[config.mk]
export PLATFORM = sky130hd
export DESIGN_NAME = ccff_loader_flat
export DESIGN_NICKNAME = d
export VERILOG_FILES = /design/src/rtl/fpga_cfg_pkg.sv /design/src/rtl/ccff_loader_if.sv /design/src/rtl/ccff_byte_serializer.sv /design/src/rtl/ccff_loader.sv /design/src/flat_wrapper.sv
export SDC_FILE = /design/constraint.sdc
export NUM_CORES = 1
export LEC_CHECK = 0
export CAP_MARGIN = 25
export CORE_UTILIZATION = 54
export CTS_CLUSTER_DIAMETER = 60
export DETAILED_ROUTE_END_ITERATION = 7
export PLACE_DENSITY_LB_ADDON = 0.25
export SLEW_MARGIN = 20
export SYNTH_ARGS = -nofsm -noshare
export SYNTH_HDL_FRONTEND = slang
export SYNTH_SLANG_ARGS = --single-unit
[constraint.sdc]
create_clock -name prog_clk -period 5.4 [get_ports prog_clk]
set_input_delay 0.54 -clock prog_clk [delete_from_list [all_inputs] [get_ports prog_clk]]
set_output_delay 0.54 -clock prog_clk [all_outputs]
set_load 0.02 [all_outputs]
[src/rtl/fpga_cfg_pkg.sv]
// fpga_cfg_pkg: shared state encoding, bus width and sizing helper for the configuration loader
package fpga_cfg_pkg;
    localparam int CFG_DATA_W = 8;

    typedef enum logic [1:0] {ST_IDLE, ST_LOAD, ST_CHECK, ST_DONE} cfg_state_t;

    function automatic int cfg_num_bytes(input int chain_len);
        return (chain_len + CFG_DATA_W - 1) / CFG_DATA_W;
    endfunction
endpackage

[src/rtl/ccff_loader_if.sv]
// ccff_loader_if: valid/ready byte stream carrying the bitstream into the loader
interface ccff_loader_if;
    import fpga_cfg_pkg::*;
    logic [CFG_DATA_W-1:0] s_data;
    logic                  s_valid;
    logic                  s_ready;

    modport master (output s_data, s_valid, input s_ready);
    modport slave  (input s_data, s_valid, output s_ready);
endinterface

[src/rtl/ccff_byte_serializer.sv]
// ccff_byte_serializer: byte buffer that feeds the chain MSB first with a registered head bit and clock-enable
module ccff_byte_serializer
    import fpga_cfg_pkg::*;
#(
    parameter int DATA_W    = CFG_DATA_W,
    parameter int NUM_BYTES = 1
) (
    input  logic         prog_clk,
    input  logic         pReset,
    input  logic         active,
    input  logic         restart,
    input  logic         shift_allow,
    input  logic         last_shift,
    ccff_loader_if.slave s_if,
    output logic         shift,
    output logic         head_bit,
    output logic         ccff_head,
    output logic         prog_clk_en
);
    localparam int CW = $clog2(DATA_W + 1);
    localparam int BW = $clog2(NUM_BYTES + 1);

    logic [DATA_W-1:0] data_buf_q, data_buf_d;
    logic [CW-1:0]     buf_cnt_q, buf_cnt_d;
    logic [BW-1:0]     byte_cnt_q, byte_cnt_d;
    logic              ccff_head_q, ccff_head_d;
    logic              prog_clk_en_q, prog_clk_en_d;
    logic              hs;

    // Refill the buffer when it empties (or is about to), shift one bit per enabled cycle, drop leftovers after the last bit
    always_comb begin
        shift         = active && buf_cnt_q != '0 && shift_allow;
        s_if.s_ready  = active && (buf_cnt_q == '0 || (buf_cnt_q == CW'(1) && shift))
                        && byte_cnt_q < BW'(NUM_BYTES);
        hs            = s_if.s_valid && s_if.s_ready;
        head_bit      = data_buf_q[DATA_W-1];
        data_buf_d    = hs ? DATA_W'(s_if.s_data) : shift ? data_buf_q << 1 : data_buf_q;
        buf_cnt_d     = restart ? '0 : hs ? CW'(DATA_W) : (shift && last_shift) ? '0 :
                        shift ? buf_cnt_q - 1'b1 : buf_cnt_q;
        byte_cnt_d    = restart ? '0 : hs ? byte_cnt_q + 1'b1 : byte_cnt_q;
        ccff_head_d   = shift ? head_bit : ccff_head_q;
        prog_clk_en_d = shift;
    end

    // Buffer, counters and the chain-facing outputs, cleared by the active-low synchronous reset
    always_ff @(posedge prog_clk) begin
        if (!pReset) begin
            data_buf_q    <= '0;
            buf_cnt_q     <= '0;
            byte_cnt_q    <= '0;
            ccff_head_q   <= 1'b0;
            prog_clk_en_q <= 1'b0;
        end else begin
            data_buf_q    <= data_buf_d;
            buf_cnt_q     <= buf_cnt_d;
            byte_cnt_q    <= byte_cnt_d;
            ccff_head_q   <= ccff_head_d;
            prog_clk_en_q <= prog_clk_en_d;
        end
    end

    assign ccff_head   = ccff_head_q;
    assign prog_clk_en = prog_clk_en_q;
endmodule

[src/rtl/ccff_loader.sv]
// ccff_loader: load FSM that streams a bitstream into the configuration chain and checks the returned tail bit
module ccff_loader
    import fpga_cfg_pkg::*;
#(
    parameter int CHAIN_LEN = 6,
    parameter int DATA_W    = CFG_DATA_W
) (
    input  logic         prog_clk,
    input  logic         pReset,
    input  logic         start,
    ccff_loader_if.slave s_if,
    input  logic         ccff_tail,
    output logic         ccff_head,
    output logic         prog_clk_en,
    output logic         busy,
    output logic         done,
    output logic         cfg_error
);
    localparam int SW = $clog2(CHAIN_LEN + 1);
    localparam int NB = cfg_num_bytes(CHAIN_LEN);

    cfg_state_t    state_q, state_d;
    logic [SW-1:0] shift_cnt_q, shift_cnt_d;
    logic          first_bit_q, first_bit_d;
    logic          done_q, done_d;
    logic          cfg_error_q, cfg_error_d;
    logic          active, restart, shift_allow, last_shift, shift, head_bit;

    assign active      = state_q == ST_LOAD;
    assign restart     = start && (state_q == ST_IDLE || state_q == ST_DONE);
    assign shift_allow = shift_cnt_q < SW'(CHAIN_LEN);
    assign last_shift  = shift_cnt_q == SW'(CHAIN_LEN - 1);

    ccff_byte_serializer #(.DATA_W(DATA_W), .NUM_BYTES(NB)) u_ser (
        .prog_clk    (prog_clk),
        .pReset      (pReset),
        .active      (active),
        .restart     (restart),
        .shift_allow (shift_allow),
        .last_shift  (last_shift),
        .s_if        (s_if),
        .shift       (shift),
        .head_bit    (head_bit),
        .ccff_head   (ccff_head),
        .prog_clk_en (prog_clk_en)
    );

    // LOAD leaves one cycle after the final bit is registered so the chain has captured it before CHECK samples the tail
    always_comb begin
        state_d     = restart ? ST_LOAD : (active && !shift_allow) ? ST_CHECK :
                      state_q == ST_CHECK ? ST_DONE : state_q;
        shift_cnt_d = restart ? '0 : shift ? shift_cnt_q + 1'b1 : shift_cnt_q;
        first_bit_d = (shift && shift_cnt_q == '0) ? head_bit : first_bit_q;
        done_d      = restart ? 1'b0 : state_q == ST_CHECK ? 1'b1 : done_q;
        cfg_error_d = restart ? 1'b0 : state_q == ST_CHECK ? ccff_tail != first_bit_q : cfg_error_q;
    end

    // State register and status flops with active-low synchronous reset
    always_ff @(posedge prog_clk) begin
        if (!pReset) begin
            state_q     <= ST_IDLE;
            shift_cnt_q <= '0;
            first_bit_q <= 1'b0;
            done_q      <= 1'b0;
            cfg_error_q <= 1'b0;
        end else begin
            state_q     <= state_d;
            shift_cnt_q <= shift_cnt_d;
            first_bit_q <= first_bit_d;
            done_q      <= done_d;
            cfg_error_q <= cfg_error_d;
        end
    end

    assign busy      = state_q == ST_LOAD || state_q == ST_CHECK;
    assign done      = done_q;
    assign cfg_error = cfg_error_q;
endmodule

[src/flat_wrapper.sv]
// flat-port wrapper written by rule: the top's interface ports become plain ports
module ccff_loader_flat import fpga_cfg_pkg::*;
#(
    parameter int CHAIN_LEN = 6,
    parameter int DATA_W    = CFG_DATA_W
)
  (prog_clk, pReset, start, ccff_tail, ccff_head, prog_clk_en, busy, done, cfg_error, s_if_s_data, s_if_s_valid, s_if_s_ready);
  ccff_loader_if s_if_i ();
  input  logic prog_clk;
  input  logic pReset;
  input  logic start;
  input  logic ccff_tail;
  output logic ccff_head;
  output logic prog_clk_en;
  output logic busy;
  output logic done;
  output logic cfg_error;
  input wire logic [$bits(s_if_i.s_data)-1:0] s_if_s_data;
  input wire logic [$bits(s_if_i.s_valid)-1:0] s_if_s_valid;
  output wire logic [$bits(s_if_i.s_ready)-1:0] s_if_s_ready;
  assign s_if_i.s_data = s_if_s_data;
  assign s_if_i.s_valid = s_if_s_valid;
  assign s_if_s_ready = s_if_i.s_ready;
  ccff_loader #(.CHAIN_LEN(CHAIN_LEN), .DATA_W(DATA_W)) u_core (.prog_clk(prog_clk), .pReset(pReset), .start(start), .s_if(s_if_i), .ccff_tail(ccff_tail), .ccff_head(ccff_head), .prog_clk_en(prog_clk_en), .busy(busy), .done(done), .cfg_error(cfg_error));
endmodule
==> metrics.yaml, run 1 <==
grt_use_total_pct: 23.5
slew_headroom_pct: 46.0
p_switching_uw: 76.5
drt_wl_total_mm: 2.25
endpoint_kind: "output port"
syn_area_per_cell_sq_um: 8.47
grt_pass1_vias: 876
crit_path_end: "s_if_s_ready"
dp_cells: 167
cts_made_buffers: 3
ff2ff_path_depth: 6
outcome: "finished clean"
rows: 15
rsz0062_at_grt: "false"
grt_overflow: 0
final_layout_size_suffix_gt1_share_pct: 4.79
hold_viol_final: 0
r2r-end: "u_core.u_ser.buf_cnt_q[3]"
layout.nets: 167
dp_hpwl_mm: 1.68
die_area_sq_mm: 0.00219
antenna_left: 0
combPwrFrac_pct: 14.1
synth_seq_cells: 23
path_clk_slew_ps: 130
fmax_mhz: 380
clock-sinks: 23
crit_type: "reg -> out"
die_w_um: 46.8
pwr-share-clk_pct: 26.0
cts_resized: 0
h-tree-depth: 1
insertion_delay_ps: 300
tns_ps: 0
finalNonFillerCells: 171
ios: 19
final_cell_area_sq_mm: 0.00130
synth_cell_type_count: 31
min_period_over_period_pct: 48.7
drc: 0
startpoint: "u_core.state_q[1]"
post_cts_buffers: 0
intPower_uw: 225
p_leak_uw: 0.000468
via_count: 959
num_antenna_cells: 0
hold_path_class: "reg -> reg"
port_buffers: 18
required_ps: 4860
clock_skew_ps: 11.1
drv_cap: 0
via_per_inst: 5.61
synth_cells: 128
crit_fanout: 3
slew_violations: 0
placed_cell_area_sq_mm: 0.00127
drtPass1Iterations: 4
power_density_mw_per_mm2: 232
pwr-share-seq_pct: 59.9
start_kind: "flop"
tightest_slew_ps: 806
wl_per_cell_um: 13.2
gp_congestion: 0.787
cp_data_arrival_time_ps: 2090
grt_max_degree: 18
cts_tree: "yes"
period_needed_ps: 2630
initial_core_util_pct: 60.1
switching_share_pct: 25.4
worstHoldStart: "u_core.u_ser.byte_cnt_q"
core_sq_mm: 0.00180
postCtsHoldBufs: 0
antenna_found_initial: 0
ys_seq_area_share_pct: 42.5
reg2reg_slack_ps: 3250
grt_pass1_wl_mm: 3.66
yosys_warnings: 0
areaGrowthSynthToFinish_pct: 20.1
syn_nets: 148
setup_viol: 0
syn_area_sq_mm: 0.00108
drt_iter0_drc: 35
vdd_drop_max_mv: 0.193
clock_path_buffers: 2
r2r-start: "u_core.u_ser.buf_cnt_q[0]"
fp.dieH_um: 46.8
cts_root_buf: "clkbuf_4"
## routing by layer
| layer | vias up | part of all wire, % | GRT usage, % |
|---|---|---|---|
| li1 | 477 | - | - |
| met2 | 27 | 50 | 42.2 |
| met3 | 2 | 3.8 | 3.46 |
| met4 | 0 | 0.75 | 5.14 |
| met5 | - | 0 | 0 |
| met1 | 453 | 46 | 29.8 |
## sequential cells by signal, summed over array words and instances (netlist names)
signal                    count
u_core.done                   1
u_core.u_ser.byte_cnt_q       1
u_core.first_bit_q            1
u_core.state_q                2
u_core.cfg_error              1
u_core.shift_cnt_q            3
u_core.u_ser.prog_clk_en      1
u_core.u_ser.buf_cnt_q        4
u_core.u_ser.ccff_head        1
u_core.u_ser.data_buf_q       8
## cell families (layout without fill, tap and decap cells)
family / after synthesis / in the layout / share of synthesized area [%]
and+or+nand+nor: 48 / 48 / 22.1
xor gates and xnor gates: 3 / 3 / 2.43
adders and majority gates: 7 / 7 / 8.08
buffers and inverters: 13 / 31 / 5.43
AOI/OAI and AO/OA: 34 / 34 / 19.5
DFF: 23 / 23 / 42.5
## cell usage in the layout, fill, tap and decap left out, types with 2 or more instances in the layout
cell type,synthesis,final
dfxtp_1,23,23
nand2_1,21,21
clkdlybuf4s50_1,0,18
o21ai_0,11,11
nor2_1,9,9
inv_1,8,8
a31oi_1,7,7
ha_1,7,7
a21oi_1,6,6
a21boi_0,4,4
xnor2_1,3,3
clkbuf_4,0,3
o21a_1,2,2
nor3b_1,2,2
and2_1,2,2
nand3_1,2,2
or3_1,2,2
and3_1,2,2
## worst max-delay path, cell delays in order, from the launching register on
cell	delay [ps]
dfxtp_1	350
inv_1	60
ha_1	180
nor4b_1	380
o21a_1	210
clkdlybuf4s50_1	610
## Yosys cell counts
master	count	share of area (%)
a211oi_1	1	0.69
a21bo_1	1	0.92
a21boi_0	4	2.8
a21oi_1	6	2.8
a31oi_1	7	4.0
a31oi_2	1	1.2
and2_1	2	1.2
and3_1	2	1.2
buf_2	2	0.92
buf_6	1	1.0
clkbuf_1	2	0.69
dfxtp_1	23	42
ha_1	7	8.1
inv_1	8	2.8
nand2_1	21	7.3
nand2b_1	1	0.58
nand3_1	2	0.92
nand4b_1	1	0.81
nor2_1	9	3.1
nor2b_1	1	0.58
nor3b_1	2	1.4
nor4_1	1	0.58
nor4b_1	1	0.81
o211ai_1	1	0.69
o21a_1	2	1.4
o21ai_0	11	5.1
or2_1	1	0.58
or3_1	2	1.2
or4_4	1	1.0
or4b_1	1	0.92
xnor2_1	3	2.4
## how the worst min path moves through the flow
stage	end	slack [ps]	cells after the start
3_5_place_dp	u_core.u_ser.byte_cnt_q	450	2
2_1_floorplan	u_core.u_ser.byte_cnt_q	430	2
5_1_grt	u_core.u_ser.byte_cnt_q	500	2
6_report	u_core.u_ser.byte_cnt_q	480	2
3_3_place_gp	u_core.u_ser.byte_cnt_q	440	2
4_1_cts	u_core.u_ser.byte_cnt_q	470	2
## power by group through the flow
stage / logic, uW / clock network, uW / registers, uW
after floorplan: 25.2 / 0 / 183
after global placement: 40.1 / 0 / 184
after detailed placement: 42.4 / 0 / 184
after CTS: 42.7 / 79.9 / 181
after global routing: 46.8 / 87.7 / 181
final: 42.6 / 78.4 / 181
## stage by stage
step	worst slack (ps)	hold slack [ps]	utilization, %	power, uW
global placement	3230	438	70.3	224
CTS	2800	468	72.2	303
detailed placement	3160	446	70.7	227
floorplan	3540	425	-	209
finish	2770	480	72.2	302
global route	2680	503	72.2	316
## cell type report
| type | instances | area (sq um) |
|---|---|---|
| clock buffer | 3 | 22.5 |
| clock inverter | 1 | 5.00 |
| fill | 164 | 500 |
| inverter | 8 | 30.0 |
| multi-input combinational | 92 | 564 |
| sequential | 23 | 460 |
| tap | 25 | 31.3 |
| timing repair buffer | 19 | 188 |
(Power assumes the default switching activity.)
==> inputs of run 2 (changes only) <==
--- a/config.mk
+++ b/config.mk
@@ -6,7 +6,7 @@
 export NUM_CORES = 1
 export LEC_CHECK = 0
 export CAP_MARGIN = 25
-export CORE_UTILIZATION = 54
+export CORE_UTILIZATION = 46
 export CTS_CLUSTER_DIAMETER = 60
 export DETAILED_ROUTE_END_ITERATION = 7
 export PLACE_DENSITY_LB_ADDON = 0.25
==> constraint.sdc (replaced) <==
create_clock -name prog_clk -period 2.13 [get_ports prog_clk]
set_input_delay 0.213 -clock prog_clk [delete_from_list [all_inputs] [get_ports prog_clk]]
set_output_delay 0.213 -clock prog_clk [all_outputs]
set_load 0.02 [all_outputs]
==> run 2 against run 1 <==
  * Combinational power increased to 2.6 times the previous value
  * Wire length decreased by 3.6%
  * Clock power increased to 2.6 times the previous value
  * Flip-flop and latch count unchanged
  * Total power increased to 2.6 times the previous value
  * Cell count increased by 2.9%
  * Via count decreased by 3.8%
  * Setup slack got worse by 2600 ps
  * Sequential power increased to 2.5 times the previous value
  * Die area increased by 17%
  * Critical path depth increased by 1
  * Count of clock-buffer cells in the layout unchanged
  * Highest routed layer unchanged
==> metrics.yaml, run 2 (same netlist as run 1, synthesis figures left out) <==
outcome: "finished clean"  # unchanged
drt_iter0_drc: 6  # was 35
final_common_cell: "dfxtp_1"  # unchanged
layout_common_cells: "dfxtp_1, nand2_1, clkdlybuf4s50_1, o21ai_0"  # was dfxtp_1, nand2_1, clkdlybuf4s50_1, o21ai_0, nor2_1
grt_overflow: 0  # unchanged
gp_congestion: 0.888  # was 0.787
power_density_mw_per_mm2: 582  # was 232 mW/mm^2
drt_wl_total_mm: 2.17  # was 2.25 mm
start_kind: "flop"  # unchanged
largest_reg_flops: 8  # unchanged
wl_per_cell_um: 12.3  # was 13.2 um
required_ps: 2370  # was 4860 ps
antenna_left: 0  # unchanged
clock-sinks: 23  # unchanged
layout.nets: 169  # was 167
cts_root_buf: "clkbuf_4"  # unchanged
areaGrowthSynthToFinish_pct: 23.0  # was 20.1%
cts_tree: "yes"  # unchanged
h-tree-depth: 1  # unchanged
crit_fanout: 7  # was 3
fp.dieH_um: 50.5  # was 46.8 um
dpl_worst_slack_ps: 169  # was 3160 ps
fmax_mhz: 501
slew_violations: 0  # unchanged
fin_ws_ps: 133  # was 2770 ps
period_needed_ps: 2000
dp_hpwl_mm: 1.62  # was 1.68 mm
insertion_delay_ps: 310  # was 300 ps
slew_headroom_pct: 65.2  # was 46.0%
via_count: 923  # was 959
grt_pass1_wl_mm: 3.89  # was 3.66 mm
min_period_over_period_pct: 93.8
setup_viol: 0  # unchanged
port_buffers: 18  # unchanged
drv_cap: 0  # unchanged
core_sq_mm: 0.00221  # was 0.00180 sq mm
rsz0062_at_grt: "false"  # unchanged
num_antenna_cells: 0  # unchanged
tns_ps: 0  # unchanged
crit_type: "reg -> reg"  # was reg -> out
hold_path_class: "reg -> reg"  # unchanged
clock_path_buffers: 2  # unchanged
initial_core_util_pct: 49.0  # was 60.1%
endpoint_kind: "flop"  # was output port
ios: 19  # unchanged
hold_viol_final: 0  # unchanged
p_leak_uw: 0.000484  # was 0.000468 uW
cp_data_arrival_time_ps: 2240  # was 2090 ps
grt_max_degree: 15  # was 18
path_clk_slew_ps: 130  # about the same
top_register: "u_core.u_ser.data_buf_q"  # unchanged
grt_use_total_pct: 20.1  # was 23.5%
drc: 0  # unchanged
final_layout_size_suffix_gt1_share_pct: 8.11  # was 4.79%
vdd_drop_max_mv: 0.397  # was 0.193 mV
die_w_um: 50.5  # was 46.8 um
fill_cells: 219  # was 164
tightest_slew_ps: 521  # was 806 ps
postCtsHoldBufs: 0  # unchanged
clock_skew_ps: 8.64  # was 11.1 ps
top_regs: "u_core.u_ser.data_buf_q x8, u_core.u_ser.buf_cnt_q x4, u_core.shift_cnt_q x3"  # unchanged
cts_made_buffers: 3  # unchanged
die_area_sq_mm: 0.00255  # was 0.00219 sq mm
rows: 17  # was 15
grt_pass1_vias: 920  # was 876
drtPass1Iterations: 4  # unchanged
antenna_found_initial: 0  # unchanged
via_per_inst: 5.24  # was 5.61
run 2: changes by cell type in the layout (fill, tap and decap cells not counted), sizes merged:
cell	delta
clkdlybuf4s50	-1
buf	+2
dlygate4sd2	+1
run 2: layout make-up:
class / count / area, sq um / area share (%)
multi-input combinational: 92 / 578 / 43.4
sequential: 23 / 460 / 34.6
timing repair buffer: 21 / 201 / 15.1
tap: 28 / 35.0 / 2.63
inverter: 8 / 30.0 / 2.25
clock buffer: 3 / 22.5 / 1.69
clock inverter: 1 / 5.00 / 0.376
run 2: path summary, 6_finish.rpt:
kind	cells after the start	start	slack, ps	endpoint
worst min-delay path	2	u_core.u_ser.buf_cnt_q[1]	470	u_core.u_ser.buf_cnt_q[1]
worst max register to register	6	u_core.u_ser.buf_cnt_q[0]	130	u_core.u_ser.buf_cnt_q[3]
worst max-delay path	6	u_core.u_ser.buf_cnt_q[0]	130	u_core.u_ser.buf_cnt_q[3]
worst min register to register	2	u_core.u_ser.buf_cnt_q[1]	470	u_core.u_ser.buf_cnt_q[1]
run 2: through the flow:
| step | hold WS, ps | util, % | instance area, sq um | total power, uW | std cells |
|---|---|---|---|---|---|
| after global routing | 510 | 60.2 | 1330 | 821 | 176 |
| final | 471 | 60.2 | 1330 | 775 | 176 |
| after CTS | 474 | 59.9 | 1330 | 779 | 176 |
| after detailed placement | 454 | 58.4 | 1290 | 577 | 172 |
| after global placement | 441 | 58.4 | 1290 | 575 | 172 |
| after floorplan | 351 | - | 1080 | 529 | 128 |
run 2: worst max-delay path, cell delays in order (launching register included):
cell	delay, ps
dfxtp_1	410
inv_1	60
ha_1	250
nor3b_2	200
or2_1	320
or4_4	540
a31oi_2	160
run 2: power by group:
group	internal, uW	switching, uW
Sequential	447	11.4
Combinational	56.0	53.6
Clock	70.1	136
Total	574	201
run 2: per-layer routing:
metal  global-route usage (%)  part of all wire, %
met5                        0                    0
met4                     7.41                 0.60
met3                     2.73                  2.2
met2                     34.4                   48
met1                     25.5                   49
run 2: repair_timing:
| action | 4_1_cts | 5_1_grt |
|---|---|---|
| pin swaps | 0 | 0 |
| gates resized for setup | 2 | 2 |
| setup endpoints to repair | 1 | 2 |
| setup buffers | 0 | 0 |
